## config.mk

```make
export PLATFORM = sky130hd
export DESIGN_NAME = prog_loader
export DESIGN_NICKNAME = d
export VERILOG_FILES = /design/src/rtl/prog_loader_pkg.sv /design/src/rtl/prog_ram.sv /design/src/rtl/prog_loader.sv
export SDC_FILE = /design/constraint.sdc
export NUM_CORES = 1
export LEC_CHECK = 0
export ABC_AREA = 1
export BUFFER_PORTS_ARGS = -buffer_cell sky130_fd_sc_hd__buf_2
export CAP_MARGIN = 20
export CORE_MARGIN = 3
export CORE_UTILIZATION = 50
export DETAILED_ROUTE_END_ITERATION = 7
export PLACE_DENSITY = 0.67
export SLEW_MARGIN = 20
export SYNTH_ARGS = -nofsm -noshare
export SYNTH_HDL_FRONTEND = slang
export SYNTH_HIERARCHICAL = 1
export SYNTH_SLANG_ARGS = --single-unit
```

## constraint.sdc

```tcl
create_clock -name CLK -period 2.6 [get_ports CLK]
set_input_delay 0.52 -clock CLK [delete_from_list [all_inputs] [get_ports CLK]]
set_output_delay 0.52 -clock CLK [all_outputs]
set_load 0.01 [all_outputs]
```

## src/rtl/prog_loader_pkg.sv

```systemverilog
// ============================================================================
// Module : prog_loader_pkg
// Brief  : Shared sizing defaults and FSM encoding for the program loader.
// Rev    : 1.0 - initial release
// ============================================================================
`default_nettype none

package prog_loader_pkg;

  localparam int DEPTH_DEF = 16;
  localparam int AW_DEF    = 4;
  localparam int DW_DEF    = 8;

  typedef enum logic [2:0] {
    S_IDLE = 3'd0,
    S_LEN  = 3'd1,
    S_DATA = 3'd2,
    S_FILL = 3'd3,
    S_CHK  = 3'd4,
    S_DONE = 3'd5,
    S_ERR  = 3'd6
  } state_t;

  // States in which the byte stream is consumed.
  function automatic logic takes_bytes(input state_t s);
    return (s == S_LEN) || (s == S_DATA) || (s == S_CHK);
  endfunction

endpackage

`default_nettype wire

```

## src/rtl/prog_ram.sv

```systemverilog
// ============================================================================
// Module : prog_ram
// Brief  : Instruction store, one synchronous write port, one async read port.
// Rev    : 1.0 - initial release
// ============================================================================
`default_nettype none

module prog_ram #(
  parameter int AW = 4,
  parameter int DW = 8
) (
  input  logic          clk_i,
  input  logic          we_i,
  input  logic [AW-1:0] waddr_i,
  input  logic [DW-1:0] wdata_i,
  input  logic [AW-1:0] raddr_i,
  output logic [DW-1:0] rdata_o
);

  logic [DW-1:0] mem_q [2**AW];

  always_ff @(posedge clk_i) begin
    if (we_i) begin
      mem_q[waddr_i] <= wdata_i;
    end
  end

  assign rdata_o = mem_q[raddr_i];

endmodule

`default_nettype wire

```

## src/rtl/prog_loader.sv

```systemverilog
// ============================================================================
// Module : prog_loader
// Brief  : Loads a LEN/data/CHK byte frame into the instruction store and
//          releases the CPU only after a good checksum.
// Rev    : 1.0 - initial release
// ============================================================================
`default_nettype none

module prog_loader
  import prog_loader_pkg::*;
#(
  parameter int DEPTH = DEPTH_DEF,
  parameter int AW    = AW_DEF,
  parameter int DW    = DW_DEF
) (
  input  logic          CLK,
  input  logic          CLR,
  input  logic          START,
  input  logic          IN_VALID,
  input  logic [DW-1:0] IN_DATA,
  output logic          IN_READY,
  input  logic [AW-1:0] Address,
  output logic [DW-1:0] Order,
  output logic          CPU_HOLD,
  output logic          DONE,
  output logic          ERR
);

  localparam logic [DW-1:0] c_DEPTH_W = DW'(DEPTH);
  localparam logic [AW:0]   c_DEPTH_L = (AW+1)'(DEPTH);
  localparam logic [AW-1:0] c_LAST    = AW'(DEPTH - 1);

  state_t        state_q, state_d;
  logic [AW-1:0] ptr_q, ptr_d;
  logic [AW:0]   len_q, len_d;
  logic [DW-1:0] sum_q, sum_d;

  logic          w_fire;
  logic          w_we;
  logic [DW-1:0] w_wdata;

  assign w_fire = IN_VALID && IN_READY;

  always_comb begin
    state_d = state_q;
    ptr_d   = ptr_q;
    len_d   = len_q;
    sum_d   = sum_q;
    w_we    = 1'b0;
    w_wdata = '0;
    case (state_q)
      S_IDLE, S_DONE, S_ERR: begin
        if (START) begin
          state_d = S_LEN;
          ptr_d   = '0;
          sum_d   = '0;
        end
      end
      S_LEN: begin
        if (w_fire) begin
          if ((IN_DATA == '0) || (IN_DATA > c_DEPTH_W)) begin
            state_d = S_ERR;
          end else begin
            len_d   = IN_DATA[AW:0];
            state_d = S_DATA;
          end
        end
      end
      S_DATA: begin
        if (w_fire) begin
          w_we    = 1'b1;
          w_wdata = IN_DATA;
          ptr_d   = ptr_q + 1'b1;
          sum_d   = sum_q + IN_DATA;
          if (({1'b0, ptr_q} + 1'b1) == len_q) begin
            state_d = (len_q == c_DEPTH_L) ? S_CHK : S_FILL;
          end
        end
      end
      S_FILL: begin
        w_we  = 1'b1;
        ptr_d = ptr_q + 1'b1;
        if (ptr_q == c_LAST) begin
          state_d = S_CHK;
        end
      end
      S_CHK: begin
        if (w_fire) begin
          state_d = (IN_DATA == sum_q) ? S_DONE : S_ERR;
        end
      end
      default: state_d = S_IDLE;
    endcase
  end

  // Outputs are registered from the next state so they line up with state_q.
  always_ff @(posedge CLK) begin
    if (CLR) begin
      state_q  <= S_IDLE;
      ptr_q    <= '0;
      len_q    <= '0;
      sum_q    <= '0;
      IN_READY <= 1'b0;
      CPU_HOLD <= 1'b1;
      DONE     <= 1'b0;
      ERR      <= 1'b0;
    end else begin
      state_q  <= state_d;
      ptr_q    <= ptr_d;
      len_q    <= len_d;
      sum_q    <= sum_d;
      IN_READY <= takes_bytes(state_d);
      CPU_HOLD <= (state_d != S_DONE);
      DONE     <= (state_d == S_DONE);
      ERR      <= (state_d == S_ERR);
    end
  end

  prog_ram #(
    .AW (AW),
    .DW (DW)
  ) u_ram (
    .clk_i   (CLK),
    .we_i    (w_we && !CLR),
    .waddr_i (ptr_q),
    .wdata_i (w_wdata),
    .raddr_i (Address),
    .rdata_o (Order)
  );

endmodule

`default_nettype wire

```

==> reports/results.txt, run 1 <==
Outcome - finished clean
Critical path origin - Address[2]
First-pass GRT wire length - 27310 um
Antenna cells - 0
Commonest non-fill, non-tap cell in the layout - nand2_1
Max_cap viols - 0
Initial Utilization - 0.5173
Post-Syn Nets - 831
Pin count of the biggest net entering global routing - 65
R2R cell count - 11
Drt pass-1 iters - 6
#FFs+latches synth - 152
Number of port buffers - 27
RSZ-0062 raised after global routing - false
Synth top area share - 0.5291
Vias - 5450
Vias per inst - 5.205
Most frequent cells in the layout - 239 x nand2_1, 137 x inv_1, 128 x edfxtp_1
Power density cells - 705.9 nW/um^2
Final WS setup - 290.1 ps
Final Hold Fails - 0
Post-place setup slack - 339.7 ps
Area taken by flip-flops and latches - 4324 sq um
Worst-skew pair later-pin latency - 410 ps
Slew Viols, Final - 0
Syn Inst Count - 806
Hold_buf cts - 0
Final wirelength - 16890 um
Num CTS Buffers - 17
Synthesis-to-layout area growth - 13.61%
Nets - 880
Layout cells sized above 1 - 0.1223
Top cells by area, synth - edfxtp_1 53%, nand2_1 12%, nand3_1 8.2%, inv_1 7.1%, dfxtp_1 6.6%
Num rows - 43
R2R setup slack - 310 ps
Vias in the first global route - 5293
Crit end category - output port
Cells after DPL - 1016
Final instance area - 8253 sq um
CTS root buf - clkbuf_16
Final count of negative-setup-slack endpoints - 0
I/O Pins - 28
Average size of a mapped cell - 9.013 sq um
Slew HR - 0.6277
Max VDD drop - 0.0004510 V
H-tree depth - 4
Post-synth top area cell - edfxtp_1
Crit share post-route - 0.8884
Setup TNS - 0 ps
Setup bufs post-CTS - 0
Final Skew - 4.934 ps
Antenna viol nets, final - 0
Routability cong. - 0.8897
Post-synthesis sequential area ratio - 0.5952
Worst reg2reg endpoint - u_ram/mem_q[6][5]
WP data required - 2080 ps
Leak - 0.003685 uW
Worst Path Arrival - 1790 ps
Hold Crit Class - in2reg
Reg2reg start - state_q[1]
Total track usage - 0.2199
Mapped Area - 7264 sq um
Core area - 14040 sq um
FILL cells - 1205
Clock sinks - 152
CTS resizes - 0
Maximum clock frequency - 432.9 MHz
Clk pin slew, worst setup/hold paths - 60 ps
Final std cells w/o fill - 1047
Tmin final - 2310 ps
Die ar. - 16010 sq um
Initial antenna violation count - 1
Multi-input gate area - 2220 sq um
Worst-path fanout max - 17
Slew at the pin with the worst max-slew slack - 557.7 ps
DRT iter0 DRCs - 550
CP Class - in2out
Hpwl dp - 11210 um
Grt ovf - 0
Cell Area, Placed - 7686 sq um
Final core occ - 0.5877
Synth Warn # - 6
Max clock buf depth - 2
Die height - 126.5 um
# DRC - 0
CTS tree - built
Distinct cells, synth - 33
Worst Setup EP - Order[4]
Drt wl/cell - 16.13 um
Worst setup SP type - primary input
DIE WIDTH - 126.5 um
## per-stage QoR
step | power [uW] | hold WS, ps
after floorplan | 3275 | 448.5
after global placement | 3479 | 460.9
after detailed placement | 3481 | 475.8
after CTS | 5866 | 394.3
after global routing | 6064 | 435.8
final | 5826 | 410.4
## report_power, final
group	internal, uW	switching (uW)
clock	1480	902
combinational	241	499
sequential	2660	39.7
## cells by family after synthesis
logic type      share of synthesized area
simple gates                       0.2565
buf+inv                           0.09921
flops                              0.5952
compound gates                    0.03014
fa+ha+maj                         0.01654
xor+xnor                         0.002412
## critical path, cell delays in order
cell     delay (ps)
buf_2           210
inv_1           460
nand3_1         230
nand3_1         140
nand2_1          80
buf_2           140
## state kept, by name (all words and copies together), names as in the netlist, 3 cells and up
signal,cells
sum_q,8
state_q,3
len_q,5
u_ram/mem_q,128
ptr_q,4
## metal layers
| metal | global-route usage | part of all wire | vias to the layer above |
|---|---|---|---|
| li1 | - | - | 2696 |
| met1 | 0.2969 | 0.44 | 2542 |
| met2 | 0.3565 | 0.48 | 176 |
| met3 | 0.04379 | 0.061 | 34 |
| met4 | 0.07823 | 0.017 | 2 |
| met5 | 0 | 0.00041 | - |
## synth_stat cells, drive strengths merged
library cell	count
dfxtp	24
nor2	54
o31ai	1
nand3	120
nand4	6
o21ai	14
nand3b	3
edfxtp	128
fa	1
xor2	2
a21o	1
clkbuf	1
nor3	3
nor4	1
or2	5
inv	143
a31oi	1
o311ai	1
buf	25
ha	8
a21oi	23
nand2	241
## worst min path at each step
stage / start / endpoint / slack, ps / cells past startpoint
6_report: IN_DATA[4] / len_q[4] / 410 / 3
5_1_grt: IN_DATA[4] / len_q[4] / 440 / 3
2_1_floorplan: sum_q[0] / sum_q[0] / 450 / 2
3_3_place_gp: sum_q[0] / sum_q[0] / 460 / 2
3_5_place_dp: sum_q[0] / sum_q[0] / 480 / 2
4_1_cts: IN_DATA[4] / len_q[4] / 390 / 3
## area by class of cell
type | count | share of cell area
Clock buffer | 19 | 0.05246
Clock inverter | 12 | 0.01622
Multi-Input combinational cell | 485 | 0.2690
Timing Repair Buffer | 56 | 0.04579
Tap cell | 180 | 0.02729
Inverter | 143 | 0.06534
Sequential cell | 152 | 0.5240
Note: power is estimated with default switching activity, not from simulation.
==> run 2: changes to the inputs <==
- CAP_MARGIN: 20 -> 25
- clock period: 2.6 -> 2.75 ns (I/O delays scaled with it)
==> run 2 against run 1 <==
Clock skew is 3.9 ps higher. Non-clock buffer count unchanged. Via count rose by 1.8%. Final area shrank 0.52%. Wire length rose by 1.0%. Global-route usage decreased by 0.12 points. Highest routed layer unchanged.
==> reports/results.txt, run 2 (synthesis gave the netlist of run 1 again) <==
Num CTS Buffers - 17 (unchanged)
Routability cong. - 0.8863 (-0.38%)
R2R cell count - 11 (unchanged)
Slew Viols, Final - 0 (unchanged)
Clk pin slew, worst setup/hold paths - 60 ps (about the same)
DIE WIDTH - 126.5 um (unchanged)
Worst Path Arrival - 1770 ps (-20 ps)
Slew at the pin with the worst max-slew slack - 610.3 ps (+52.66 ps)
Final Hold Fails - 0 (unchanged)
R2R setup slack - 550 ps (+240 ps)
Total track usage - 0.2187 (-0.001186)
WHS Endpoint - len_q[0]
Setup TNS - 0 ps (unchanged)
Crit share post-route - 0.8442
Max VDD drop - 0.0003694 V (-18%)
CTS root buf - clkbuf_16
CTS tree - built
Worst-skew pair later-pin latency - 420 ps (about the same)
Setup bufs post-CTS - 0 (unchanged)
Leak - 0.003659 uW (-0.71%)
Antenna viol nets, final - 0 (unchanged)
Crit end category - output port
Die ar. - 16010 sq um (unchanged)
First-pass GRT wire length - 27260 um (-0.20%)
Biggest register - u_ram/mem_q
Nets - 880 (unchanged)
Antenna cells - 0 (unchanged)
Clock sinks - 152 (unchanged)
Number of port buffers - 27 (unchanged)
Hold_buf cts - 0 (unchanged)
Slew HR - 0.5925 (-0.03516)
Hold Crit Class - in2reg
Vias in the first global route - 5249 (-0.83%)
Worst hold path depth - 3 (unchanged)
H-tree depth - 4 (unchanged)
Drt pass-1 iters - 5 (-1)
Outcome - finished clean
Reg2reg start - state_q[1]
Max clock buf depth - 2 (unchanged)
Pin count of the biggest net entering global routing - 65 (unchanged)
# DRC - 0 (unchanged)
Final Skew - 8.837 ps (+3.902 ps)
Initial Utilization - 0.5173 (unchanged)
Num rows - 43 (unchanged)
Hpwl dp - 10950 um (-2.3%)
Initial antenna violation count - 1 (unchanged)
Die height - 126.5 um (unchanged)
Power density cells - 649.8 nW/um^2 (-7.9%)
DRT iter0 DRCs - 542 (-1.5%)
Final count of negative-setup-slack endpoints - 0 (unchanged)
CTS resizes - 0 (unchanged)
Grt ovf - 0 (unchanged)
Worst reg2reg endpoint - u_ram/mem_q[12][2]
Max_cap viols - 0 (unchanged)
Maximum clock frequency - 430.7 MHz
Worst hold margin - 450.5 ps (+40.13 ps)
RSZ-0062 raised after global routing - false
Vias - 5550 (+1.8%)
Most frequent cells in the layout - 239 x nand2_1, 137 x inv_1, 128 x edfxtp_1
CP Class - in2out
Worst setup SP type - primary input
WP data required - 2200 ps (+120 ps)
Synthesis-to-layout area growth - 13.02%
HP Start - IN_DATA[0]
Layout cells sized above 1 - 0.1187 (-0.003597)
Vias per inst - 5.296 (+1.7%)
Worst-path fanout max - 32 (+15)
Commonest non-fill, non-tap cell in the layout - nand2_1
Biggest registers after layout - u_ram/mem_q (128), sum_q (8), len_q (5)
Tmin final - 2322 ps
Drt wl/cell - 16.28 um (+0.93%)
Max reg flops - 128 (unchanged)
I/O Pins - 28 (unchanged)
Final wirelength - 17060 um (+1.0%)
Core area - 14040 sq um (unchanged)
run 2: critical path: stages:
cell and delay, ps:
buf_2 110, inv_2 440, nand3_1 160, nand3_1 120, nand3_1 120, nand2_1 110, buf_2 140
run 2: report_power, final:
group	leakage, uW	total (uW)	switching [uW]	internal, uW
sequential	0.00128	2550	35.7	2520
combinational	0.00213	685	461	224
clock	0.000252	2100	870	1230
total	0.00366	5340	1370	3970
run 2: area by class of cell:
cell class	instances	area [sq um]
Fill cell	1206	5832
Sequential cell	152	4324
Multi-Input combinational cell	485	2220
Inverter	143	539.3
Clock buffer	22	444.2
Timing Repair Buffer	56	377.9
Tap cell	180	225.2
Clock inverter	10	80.08
run 2: per-layer routing:
layer | vias to the layer above | share of wire | track usage
met4 | 2 | 0.023 | 0.08896
met1 | 2578 | 0.43 | 0.2958
li1 | 2700 | - | -
met3 | 37 | 0.070 | 0.04421
met5 | - | 0.00041 | 0
met2 | 233 | 0.47 | 0.3481
run 2: metrics by stage:
stage	setup slack, ps	cell area, sq um	cells	util	power, uW
floorplan	604.0	7264	806	-	3096
global placement	489.9	7686	1016	0.5474	3260
detailed placement	437.9	7686	1016	0.5474	3277
CTS	440.3	8210	1048	0.5847	5360
global route	319.8	8210	1048	0.5847	5549
finish	428.4	8210	1048	0.5847	5335
run 2: how the worst max path moves through the flow:
stage,start,endpoint,slack (ps),cells past startpoint
3_5_place_dp,Address[1],Order[5],440,7
5_1_grt,Address[1],Order[7],320,7
2_1_floorplan,state_q[1],u_ram/mem_q[12][0],600,10
4_1_cts,Address[1],Order[5],440,7
6_report,Address[1],Order[0],430,7
3_3_place_gp,Address[1],Order[6],490,7
==> run 3: changes to the inputs <==
- clock period: 2.75 -> 2.2 ns (I/O delays scaled with it)
==> run 3 against run 2 <==
Sequential share of layout area is 0.91 points lower. Via count is 1.0% lower. Clock skew is 4.6 ps lower. Register-to-register slack worse by 340 ps. Sequential cell count stayed put. Total power is 29% higher. Global-route usage is 0.35 points higher.
==> reports/results.txt, run 3 (synthesis gave the netlist of run 1 again) <==
Slew HR - 0.6048 (+0.01226)
Vias - 5493 (-1.0%)
Reg2reg start - state_q[1]
Biggest register - u_ram/mem_q
Number of port buffers - 27 (unchanged)
Slew at the pin with the worst max-slew slack - 587.8 ps (-22.53 ps)
HP Start - IN_DATA[4]
Worst setup SP type - primary input
Die ar. - 16010 sq um (unchanged)
CTS root buf - clkbuf_16
Crit share post-route - 0.9129
Max layer used - met5
First-pass GRT wire length - 27610 um (+1.3%)
Initial Utilization - 0.5173 (unchanged)
Total track usage - 0.2222 (+0.003464)
Die height - 126.5 um (unchanged)
Final Skew - 4.236 ps (-4.601 ps)
Vias in the first global route - 5442 (+3.7%)
Wire length on met1 - 6908 um (-6.3%)
Commonest non-fill, non-tap cell in the layout - nand2_1
Max reg flops - 128 (unchanged)
DRT iter0 DRCs - 539 (-0.55%)
Vias per inst - 5.192 (-2.0%)
# DRC - 0 (unchanged)
DIE WIDTH - 126.5 um (unchanged)
Cells after DPL - 1027 (+1.1%)
Max_cap viols - 0 (unchanged)
Nets - 892 (+1.4%)
Final count of negative-setup-slack endpoints - 0 (unchanged)
Worst-path fanout max - 16 (-50%)
Final WS setup - 191.7 ps (-236.7 ps)
R2R cell count - 11 (unchanged)
Biggest registers after layout - u_ram/mem_q (128), sum_q (8), len_q (5)
Drt pass-1 iters - 5 (unchanged)
Setup TNS - 0 ps (unchanged)
Slew Viols, Final - 0 (unchanged)
FILL cells - 1237 (+2.6%)
Worst hold margin - 331.8 ps (-118.7 ps)
Grt ovf - 0 (unchanged)
Crit end category - output port
Antenna cells - 0 (unchanged)
WP data required - 1760 ps (-440 ps)
Worst-skew pair later-pin latency - 410 ps (about the same)
H-tree depth - 4 (unchanged)
Most frequent cells in the layout - 239 x nand2_1, 137 x inv_1, 128 x edfxtp_1
Worst hold path depth - 3 (unchanged)
WL met3 - 1146 um (-4.3%)
I/O Pins - 28 (unchanged)
Routability cong. - 0.8459 (-4.6%)
Post-place setup slack - 96.58 ps (-341.3 ps)
Pin count of the biggest net entering global routing - 42 (-35%)
Max clock buf depth - 2 (unchanged)
Drt wl/cell - 15.63 um (-4.0%)
Leak - 0.003739 uW (+2.2%)
RSZ-0062 raised after global routing - false
Hold_buf cts - 0 (unchanged)
Max VDD drop - 0.0005513 V (+49%)
Hpwl dp - 11390 um (+4.0%)
Clk pin slew, worst setup/hold paths - 60 ps (about the same)
Maximum clock frequency - 497.9 MHz
R2R setup slack - 210 ps (-340 ps)
Tmin final - 2008 ps
Initial antenna violation count - 1 (unchanged)
CP Class - in2out
Power density cells - 822.4 nW/um^2 (+27%)
Worst Path Arrival - 1570 ps (-200 ps)
Final instance area - 8364 sq um (+1.9%)
Final std cells w/o fill - 1058 (+0.95%)
Outcome - finished clean
Synthesis-to-layout area growth - 15.14%
Layout cells sized above 1 - 0.1424 (+0.02371)
Worst reg2reg endpoint - u_ram/mem_q[7][0]
WHS Endpoint - len_q[4]
Antenna viol nets, final - 0 (unchanged)
Num rows - 43 (unchanged)
Cell Area, Placed - 7769 sq um (+1.1%)
CTS tree - built
Core area - 14040 sq um (unchanged)
Hold Crit Class - in2reg
Final Hold Fails - 0 (unchanged)
Clock sinks - 152 (unchanged)
Met2 wire len - 8037 um (-0.75%)
Num CTS Buffers - 17 (unchanged)
Final wirelength - 16540 um (-3.1%)
## run 3: power breakdown
group / switching [uW] / total (uW) / internal, uW
combinational: 589 / 889 / 301
clock: 1050 / 2800 / 1750
sequential: 40.8 / 3190 / 3150
total: 1680 / 6880 / 5200
## run 3: worst max-delay path by stage
stage | start | to | slack, ps | cells after the start
after CTS | state_q[1] | u_ram/mem_q[13][7] | 90 | 11
after detailed placement | IN_DATA[0] | sum_q[6] | 100 | 13
after global routing | ptr_q[1] | IN_READY | 5 | 15
after floorplan | state_q[1] | u_ram/mem_q[12][0] | 50 | 10
after global placement | IN_DATA[1] | sum_q[5] | 140 | 10
final | Address[0] | Order[6] | 190 | 10
## run 3: area by class of cell
class | instances | area, sq um | area share
Tap cell | 180 | 225.2 | 0.02693
Timing Repair Buffer | 68 | 475.5 | 0.05684
Multi-Input combinational cell | 485 | 2230 | 0.2666
Clock buffer | 19 | 432.9 | 0.05176
Clock inverter | 11 | 132.6 | 0.01586
Inverter | 143 | 539.3 | 0.06447
Sequential cell | 152 | 4329 | 0.5176
## run 3: critical path, cell delays in order
cell	delay, ps
buf_2	140
inv_2	100
buf_4	210
nand2_1	70
nand2_1	60
nand2_1	50
nand3_1	120
nand3_1	140
nand2_1	110
buf_2	130
## run 3: what timing repair did
item / 4_1_cts / 5_1_grt
endpoints found under the setup margin: 0 / 131
resized for setup: 0 / 9
buffers inserted: 0 / 1
## run 3: through the flow
step | utilization | total power [uW]
floorplan | - | 3870
global placement | 0.5532 | 4113
detailed placement | 0.5532 | 4131
CTS | 0.5935 | 6921
global route | 0.5957 | 7204
finish | 0.5957 | 6879
## run 3: per-layer routing
| metal | track usage | vias up |
|---|---|---|
| met5 | 0 | - |
| met4 | 0.08707 | 2 |
| met3 | 0.05011 | 32 |
| met2 | 0.3608 | 191 |
| met1 | 0.2919 | 2553 |
| li1 | - | 2715 |
